$ cat src/rtl/sprite_rom_arbiter.sv
// Round-robin arbiter sharing one synchronous sprite/level ROM between N_REQ requesters.
// A one-hot tag pipeline routes each returning ROM word back to the requester that issued it.
module sprite_rom_arbiter #(
  parameter int N_REQ   = 4,
  parameter int ADDR_W  = 12,
  parameter int DATA_W  = 12,
  parameter int ROM_LAT = 1
) (
  input  logic                    pclk,
  input  logic                    rst,
  input  logic [N_REQ-1:0]        req,
  input  logic [N_REQ*ADDR_W-1:0] addr,
  output logic [ADDR_W-1:0]       rom_addr,
  input  logic [DATA_W-1:0]       rom_data,
  output logic [N_REQ-1:0]        gnt,
  output logic [N_REQ-1:0]        rvalid,
  output logic [DATA_W-1:0]       rdata,
  output logic                    busy
);

  localparam int PTR_W = (N_REQ > 1) ? $clog2(N_REQ) : 1;

  logic [PTR_W-1:0]                ptr;
  logic [N_REQ-1:0]                elig;
  logic                            win_vld;
  logic [PTR_W-1:0]                win_idx;
  logic [PTR_W-1:0]                ptr_nxt;
  logic [N_REQ-1:0]                win_oh;
  logic [ADDR_W-1:0]               win_addr;
  logic [ROM_LAT-1:0][N_REQ-1:0]   tag_p;

  // Returns {found, index} of the first set bit of e, searching p, p+1, ... modulo N_REQ.
  function automatic logic [PTR_W:0] rr_pick(input logic [N_REQ-1:0] e,
                                             input logic [PTR_W-1:0] p);
    logic [PTR_W:0] r;
    int             idx;
    r = '0;
    for (int k = N_REQ - 1; k >= 0; k--) begin
      idx = (int'(p) + k) % N_REQ;
      if (e[idx]) r = {1'b1, PTR_W'(idx)};
    end
    return r;
  endfunction

  function automatic logic [PTR_W-1:0] wrap_inc(input logic [PTR_W-1:0] v);
    return (int'(v) == N_REQ - 1) ? '0 : v + 1'b1;
  endfunction

  // A requester granted last edge is still showing req this cycle; mask it.
  assign elig = req & ~gnt;

  always_comb begin
    {win_vld, win_idx} = rr_pick(elig, ptr);
    ptr_nxt  = wrap_inc(win_idx);
    win_oh   = '0;
    win_addr = '0;
    for (int i = 0; i < N_REQ; i++) begin
      if (win_vld && int'(win_idx) == i) begin
        win_oh[i] = 1'b1;
        win_addr  = addr[i*ADDR_W +: ADDR_W];
      end
    end
  end

  // Stage p0: grant and ROM address registered; stages p1..p(ROM_LAT) carry the grant tag.
  always_ff @(posedge pclk or negedge rst) begin
    if (!rst) begin
      gnt      <= '0;
      rom_addr <= '0;
      ptr      <= '0;
      tag_p    <= '0;
    end else begin
      gnt <= win_oh;
      if (win_vld) begin
        rom_addr <= win_addr;
        ptr      <= ptr_nxt;
      end
      tag_p[0] <= gnt;
      for (int s = 1; s < ROM_LAT; s++) begin
        tag_p[s] <= tag_p[s-1];
      end
    end
  end

  assign rvalid = tag_p[ROM_LAT-1];
  assign rdata  = rom_data;
  assign busy   = (|gnt) | (|tag_p);

endmodule
$ cat config.mk
export PLATFORM = sky130hd
export DESIGN_NAME = sprite_rom_arbiter
export DESIGN_NICKNAME = d
export VERILOG_FILES = /design/src/rtl/sprite_rom_arbiter.sv
export SDC_FILE = /design/constraint.sdc
export NUM_CORES = 1
export LEC_CHECK = 0
export BUFFER_PORTS_ARGS = -buffer_cell sky130_fd_sc_hd__buf_2
export CAP_MARGIN = 15
export CORE_MARGIN = 3
export CORE_UTILIZATION = 41
export DETAILED_ROUTE_END_ITERATION = 7
export HOLD_SLACK_MARGIN = 0.05
export PLACE_DENSITY = 0.78
export SLEW_MARGIN = 40
export SYNTH_ARGS = -nofsm -noshare
export SYNTH_HDL_FRONTEND = slang
export SYNTH_SLANG_ARGS = --single-unit
$ cat constraint.sdc
create_clock -name pclk -period 2.28 [get_ports pclk]
set_input_delay 0.456 -clock pclk [delete_from_list [all_inputs] [get_ports pclk]]
set_output_delay 0.456 -clock pclk [all_outputs]
set_load 0.02 [all_outputs]
==> reports/qor.yml, run 1 <==
status: "complete, no violations"
place_ws_ns: -0.0168
routed_via_density: 5.05
tightest_slew_ns: 0.483
switchingPower_uw: 1230
drt-total-wl_um: 3700
syn_to_final_growth_pct: 35.8
clk_root_buffer_cell: "clkbuf_4"
grt.total_usage_pct: 17.4
finalCritPeriodShare_pct: 95.3
synthCells: 152
post_layout_nonfiller_instances: 262
yosysWarnings: 0
switching_share_pct: 42.0
ff2ff_setup_slack_ns: 0.11
peakVddDrop_mv: 0.759
ant_nets: 0
skew_ns: 0.00134
fp.dieH_um: 64.9
io_pins: 99
yosysSeqAreaShare_pct: 38.8
cellLeakagePower_uw: 0.000993
postLayoutCellArea_mm2: 0.00193
synthSimpleGateAreaFrac_pct: 14.5
pwr-share-seq_pct: 24.0
core_mm2: 0.00318
grt_pass1_wl_um: 5770
pwr_density_cell_mw_per_mm2: 1520
slew_headroom_pct: 67.8
pwr-share-comb_pct: 65.8
hpwl_um: 2750
syn-num-nets: 222
die_w_um: 64.9
antennaDiodeCount: 0
worstRegToRegCells: 10
maxCapViolCount: 0
synth_compound_area_share_pct: 27.8
io_buffers: 74
clockBufferDepth: 2
cts_buffers: 3
hold_viol_final: 0
internal_power_uw: 1700
synth_top_cell_area_share_pct: 38.8
htreeDepth: 1
mostFrequentLayoutCell: "buf_2"
synthAdderAreaFrac_pct: 3.52
setup_viol: 0
critPathLaunch: "gnt[0]"
final_cell_mix: "74 x buf_2, 22 x dfrtp_1, 15 x nand2_1"
antenna_found_initial: 0
route.met3.wl_um: 398
critPathKind: "reg2reg"
drive_gt1_share_pct: 49.1
cp.arrival_ns: 2.41
layout_setup_ws_ns: 0.107
crit_path_start_kind: "flop"
drv_slew: 0
muxShareOfSynthArea_pct: 1.50
dp.cells: 255
clock_latency_ns: 0.31
cp_max_fo: 6
dieArea_mm2: 0.00421
wl_met1_um: 1430
clkSinkCount: 22
timing.rr.start: "gnt[0]"
cts_tree: "done"
cts.clk_slew.worst_paths_ns: 0.12
placed_area_mm2: 0.00179
power_frac_clock_pct: 10.2
fmax_mhz: 460
hold_class: "in2async"
drt-initial-drc-count: 46
drc: 0
post-route-min-period_ns: 2.17
required_ns: 2.52
grt_max_degree: 27
ys_types: 30
vias: 1322
grt_pass1_vias: 1224
wire_per_inst_um: 14.1
wl_met2_um: 1850
topRoutingLayerUsed: "met4"
row_count: 20
grt.overflow.total: 0
start_util_pct: 44.7
fin_total_pwr_uw: 2940
synth_top_area_cell: "dfrtp_1"
synth_area_leaders: "dfrtp_1 39%, a31oi_2 7.9%, buf_4 6.9%"
worstReg2RegEnd: "rom_addr[7]"
whs_ns: 0.0854
routabilityCongestion: 0.793
final_nets: 289
synth-xor-area-share_pct: 0
syn-mean-instance-area_um2: 9.34
syn_area_mm2: 0.00142
end_kind: "flop"
synth_top_family_by_area: "compound AO/OA/AOI/OAI gates"
drt-pass1-iter-count: 4
ys_ff_latch: 22
cells by family after synthesis:
group	count (synthesis)
flops	22
compound gates	45
simple gates	43
mux	2
fa+ha+maj	4
buf+inv	36
worst max-delay path: stages (launching register included):
cell and delay [ns]:
dfrtp_1 0.42, nor2b_2 0.14, o21ai_0 0.11, a22oi_1 0.22
a21o_1 0.14, ha_1 0.17, nor2b_4 0.21, clkbuf_16 0.17
a221oi_1 0.07, a211o_1 0.29, a31oi_2 0.17
state kept, by name (all words and copies together) (netlist names):
register	cells
ptr	2
rvalid	4
gnt	4
rom_addr	12
layer usage:
layer  track usage, %  vias to the layer above
met5                0                        -
met1             19.0                      592
met4             4.75                        0
met3             5.55                        2
met2             32.1                       68
li1                 -                      660
cell type report:
| type | count | area (um2) |
|---|---|---|
| timing repair buffer | 85 | 508 |
| clock inverter | 1 | 30.0 |
| fill | 291 | 1250 |
| sequential | 22 | 551 |
| tap | 44 | 55.1 |
| clock buffer | 3 | 22.5 |
| inverter | 13 | 48.8 |
| multi-input combinational | 94 | 713 |
cell usage after synthesis:
master / instances
a211o_1: 11
a21o_1: 1
a21oi_1: 2
a221oi_1: 11
a22o_1: 1
a22oi_1: 1
a31oi_1: 2
a31oi_2: 9
a32oi_1: 1
and2_1: 5
buf_2: 5
buf_4: 13
buf_6: 1
clkbuf_1: 4
dfrtp_1: 22
ha_1: 4
inv_1: 13
mux2_1: 1
mux2i_1: 1
nand2_1: 15
nand2b_1: 3
nand2b_2: 1
nand4_1: 1
nor2_1: 12
nor2b_1: 3
nor2b_2: 1
nor4_1: 2
o21ai_0: 4
o21ai_1: 1
o311ai_1: 1
power groups by stage:
stage / logic, uW / registers [uW] / clock network, uW
6_report: 1930 / 706 / 299
3_3_place_gp: 1740 / 708 / 0
5_1_grt: 2090 / 737 / 323
3_5_place_dp: 1780 / 713 / 0
2_1_floorplan: 1060 / 903 / 0
4_1_cts: 1780 / 707 / 307
worst max path at each step:
stage                     cells past startpoint  slack, ns     endpoint
after floorplan                              10       0.11  rom_addr[3]
after global placement                       11       0.07  rom_addr[5]
after detailed placement                     11      -0.02  rom_addr[7]
after CTS                                     9       0.03  rom_addr[0]
after global routing                         10     -0.003  rom_addr[7]
final                                        10       0.11  rom_addr[7]
per-stage QoR:
step                 TNS, ns  util (%)
detailed placement   -0.0224      56.5
CTS                        0      58.1
global placement           0      56.5
global route        -0.00340      60.7
floorplan                  0         -
finish                     0      60.7
repair_timing:
item / 4_1_cts / 5_1_grt
hold buffers: 0 / 0
setup buffers: 0 / 2
setup endpoints to repair: 0 / 12
gates resized for setup: 0 / 10
Note: power is estimated with default switching activity, not from simulation.
==> run 2, diff against run 1 <==
==> constraint.sdc (replaced) <==
create_clock -name pclk -period 2.28 [get_ports pclk]
set_input_delay 0.456 -clock pclk [delete_from_list [all_inputs] [get_ports pclk]]
set_output_delay 0.456 -clock pclk [all_outputs]
set_load 0.05 [all_outputs]
==> reports/qor.yml, run 2 (synthesis gave the netlist of run 1 again) <==
status: "complete, no violations"
required_ns: 2.47
setup_viol: 0
cts.clk_slew.worst_paths_ns: 0.13
antennaDiodeCount: 0
fmax_mhz: 467
drive_gt1_share_pct: 50.9
postLayoutCellArea_mm2: 0.00193
grt.overflow.total: 0
fill_cells: 304
clkSinkCount: 22
critPathBufInv: 2
maxCapViolCount: 0
die_w_um: 64.9
row_count: 20
grt_pass1_wl_um: 5830
cellLeakagePower_uw: 0.000997
finalSetupTns_ns: 0
io_buffers: 74
drt-pass1-iter-count: 4
crit_path_cell_trace: "nand2b_1, mux2i_1, a32oi_2, and2_4, buf_4, ha_1, buf_4, o311ai_1, o21ai_1"
cp.arrival_ns: 2.33
end_kind: "flop"
tightest_slew_ns: 0.507
htreeDepth: 1
io_pins: 99
cp_num_cells: 9
mostFrequentLayoutCell: "buf_2"
vias: 1387
regMostFlops: "rom_addr"
clk_root_buffer_cell: "clkbuf_4"
finalCritPeriodShare_pct: 93.8
start_util_pct: 44.7
pwr_density_cell_mw_per_mm2: 1680
drv_slew: 0
critPathMaxStageDelay_ns: 0.41
cp_top_family: "compound AO/OA/AOI/OAI gates"
post-route-min-period_ns: 2.14
crit_top_cell: "buf_4"
dieArea_mm2: 0.00421
drt-initial-drc-count: 38
routed_via_density: 5.18
largest_reg_flops: 12
worstRegToRegCells: 9
rsz0062_at_grt: "true"
hold_class: "in2async"
core_mm2: 0.00318
ant_nets: 0
syn_to_final_growth_pct: 36.1
cp_max_fo: 7
wire_per_inst_um: 14.2
critPathSlowestCell: "dfrtp_2"
grt_pass1_vias: 1275
antenna_found_initial: 0
cts_tree: "done"
crit_path_start_kind: "flop"
clock_latency_ns: 0.31
grt_max_degree: 26
placed_area_mm2: 0.00183
cts_buffers: 3
clockBufferDepth: 2
grt.total_usage_pct: 18.0
hpwl_um: 2890
peakVddDrop_mv: 0.789
hold_viol_final: 0
final_cell_mix: "74 x buf_2, 20 x dfrtp_1, 15 x nand2_1"
routabilityCongestion: 0.781
slew_headroom_pct: 66.2
drt-total-wl_um: 3810
skew_ns: 0.00910
drc: 0
final_nets: 295
fp.dieH_um: 64.9
critPathKind: "reg2reg"
cts_setup_buffers: 0
run 2: cell types whose count changed in the layout (fill, tap and decap cells not counted), moves of 2 or more:
| cell | before | now |
|---|---|---|
| ha_4 | 0 | 2 |
| dfrtp_2 | 0 | 2 |
| dfrtp_1 | 22 | 20 |
| buf_12 | 3 | 1 |
| buf_4 | 7 | 14 |
| nand2b_4 | 2 | 0 |
run 2: repair_timing:
action | in CTS | in global routing
hold buffers | 0 | 0
setup endpoints to repair | 11 | 12
resized for setup | 1 | 12
gates cloned | 0 | 1
pin swaps | 0 | 2
run 2: worst register-to-register path, cell delays in order, from the launching register on:
cell and delay (ns):
dfrtp_2 0.41, nand2b_1 0.18, mux2i_1 0.19, a32oi_2 0.10, and2_4 0.18, buf_4 0.13, ha_1 0.25, buf_4 0.18
o311ai_1 0.29, o21ai_1 0.10
run 2: layer usage:
| layer | wire (um) | GRT usage (%) | share of wire (%) | vias to the layer above |
|---|---|---|---|---|
| li1 | - | - | - | 674 |
| met1 | 1550 | 21.1 | 41 | 641 |
| met2 | 1830 | 31.0 | 48 | 68 |
| met3 | 376 | 4.68 | 9.9 | 4 |
| met4 | 52 | 7.12 | 1.4 | 0 |
| met5 | 0 | 0 | 0 | - |
run 2: metrics by stage:
stage | util (%) | setup slack, ns | std cells | hold WS (ns) | total power, uW
4_1_cts | 58.9 | 0.0228 | 267 | 0.101 | 3140
6_report | 60.8 | 0.141 | 268 | 0.0916 | 3240
3_3_place_gp | 57.6 | -0.180 | 263 | 0.455 | 2850
5_1_grt | 60.8 | 0.00152 | 268 | 0.128 | 3470
3_5_place_dp | 57.6 | -0.225 | 263 | 0.455 | 2900
2_1_floorplan | - | 0.00219 | 152 | 0.160 | 2390
run 2: area by class of cell:
type,instances,area [um2],area share (%)
Clock buffer,4,36.3,1.88
Tap cell,44,55.1,2.85
Inverter,13,48.8,2.52
Multi-Input combinational cell,95,733,37.9
Timing Repair Buffer,90,507,26.2
Sequential cell,22,553,28.6
run 2: path summary, 6_finish.rpt:
check / start / slack, ns / endpoint
worst max-delay path: gnt[2] / 0.14 / rom_addr[0]
worst min-delay path: rst / 0.09 / ptr[0]
worst max register to register: gnt[2] / 0.14 / rom_addr[0]
worst min register to register: gnt[2] / 0.50 / rvalid[2]
max in group asynchronous: rst / 1.81 / gnt[3]
min in group pclk: addr[38] / 0.39 / rom_addr[2]
run 2: power breakdown:
group          switching (uW)  internal [uW]
Combinational            1410            919
Clock                     119           97.5
Sequential                112            586
Total                    1640           1600
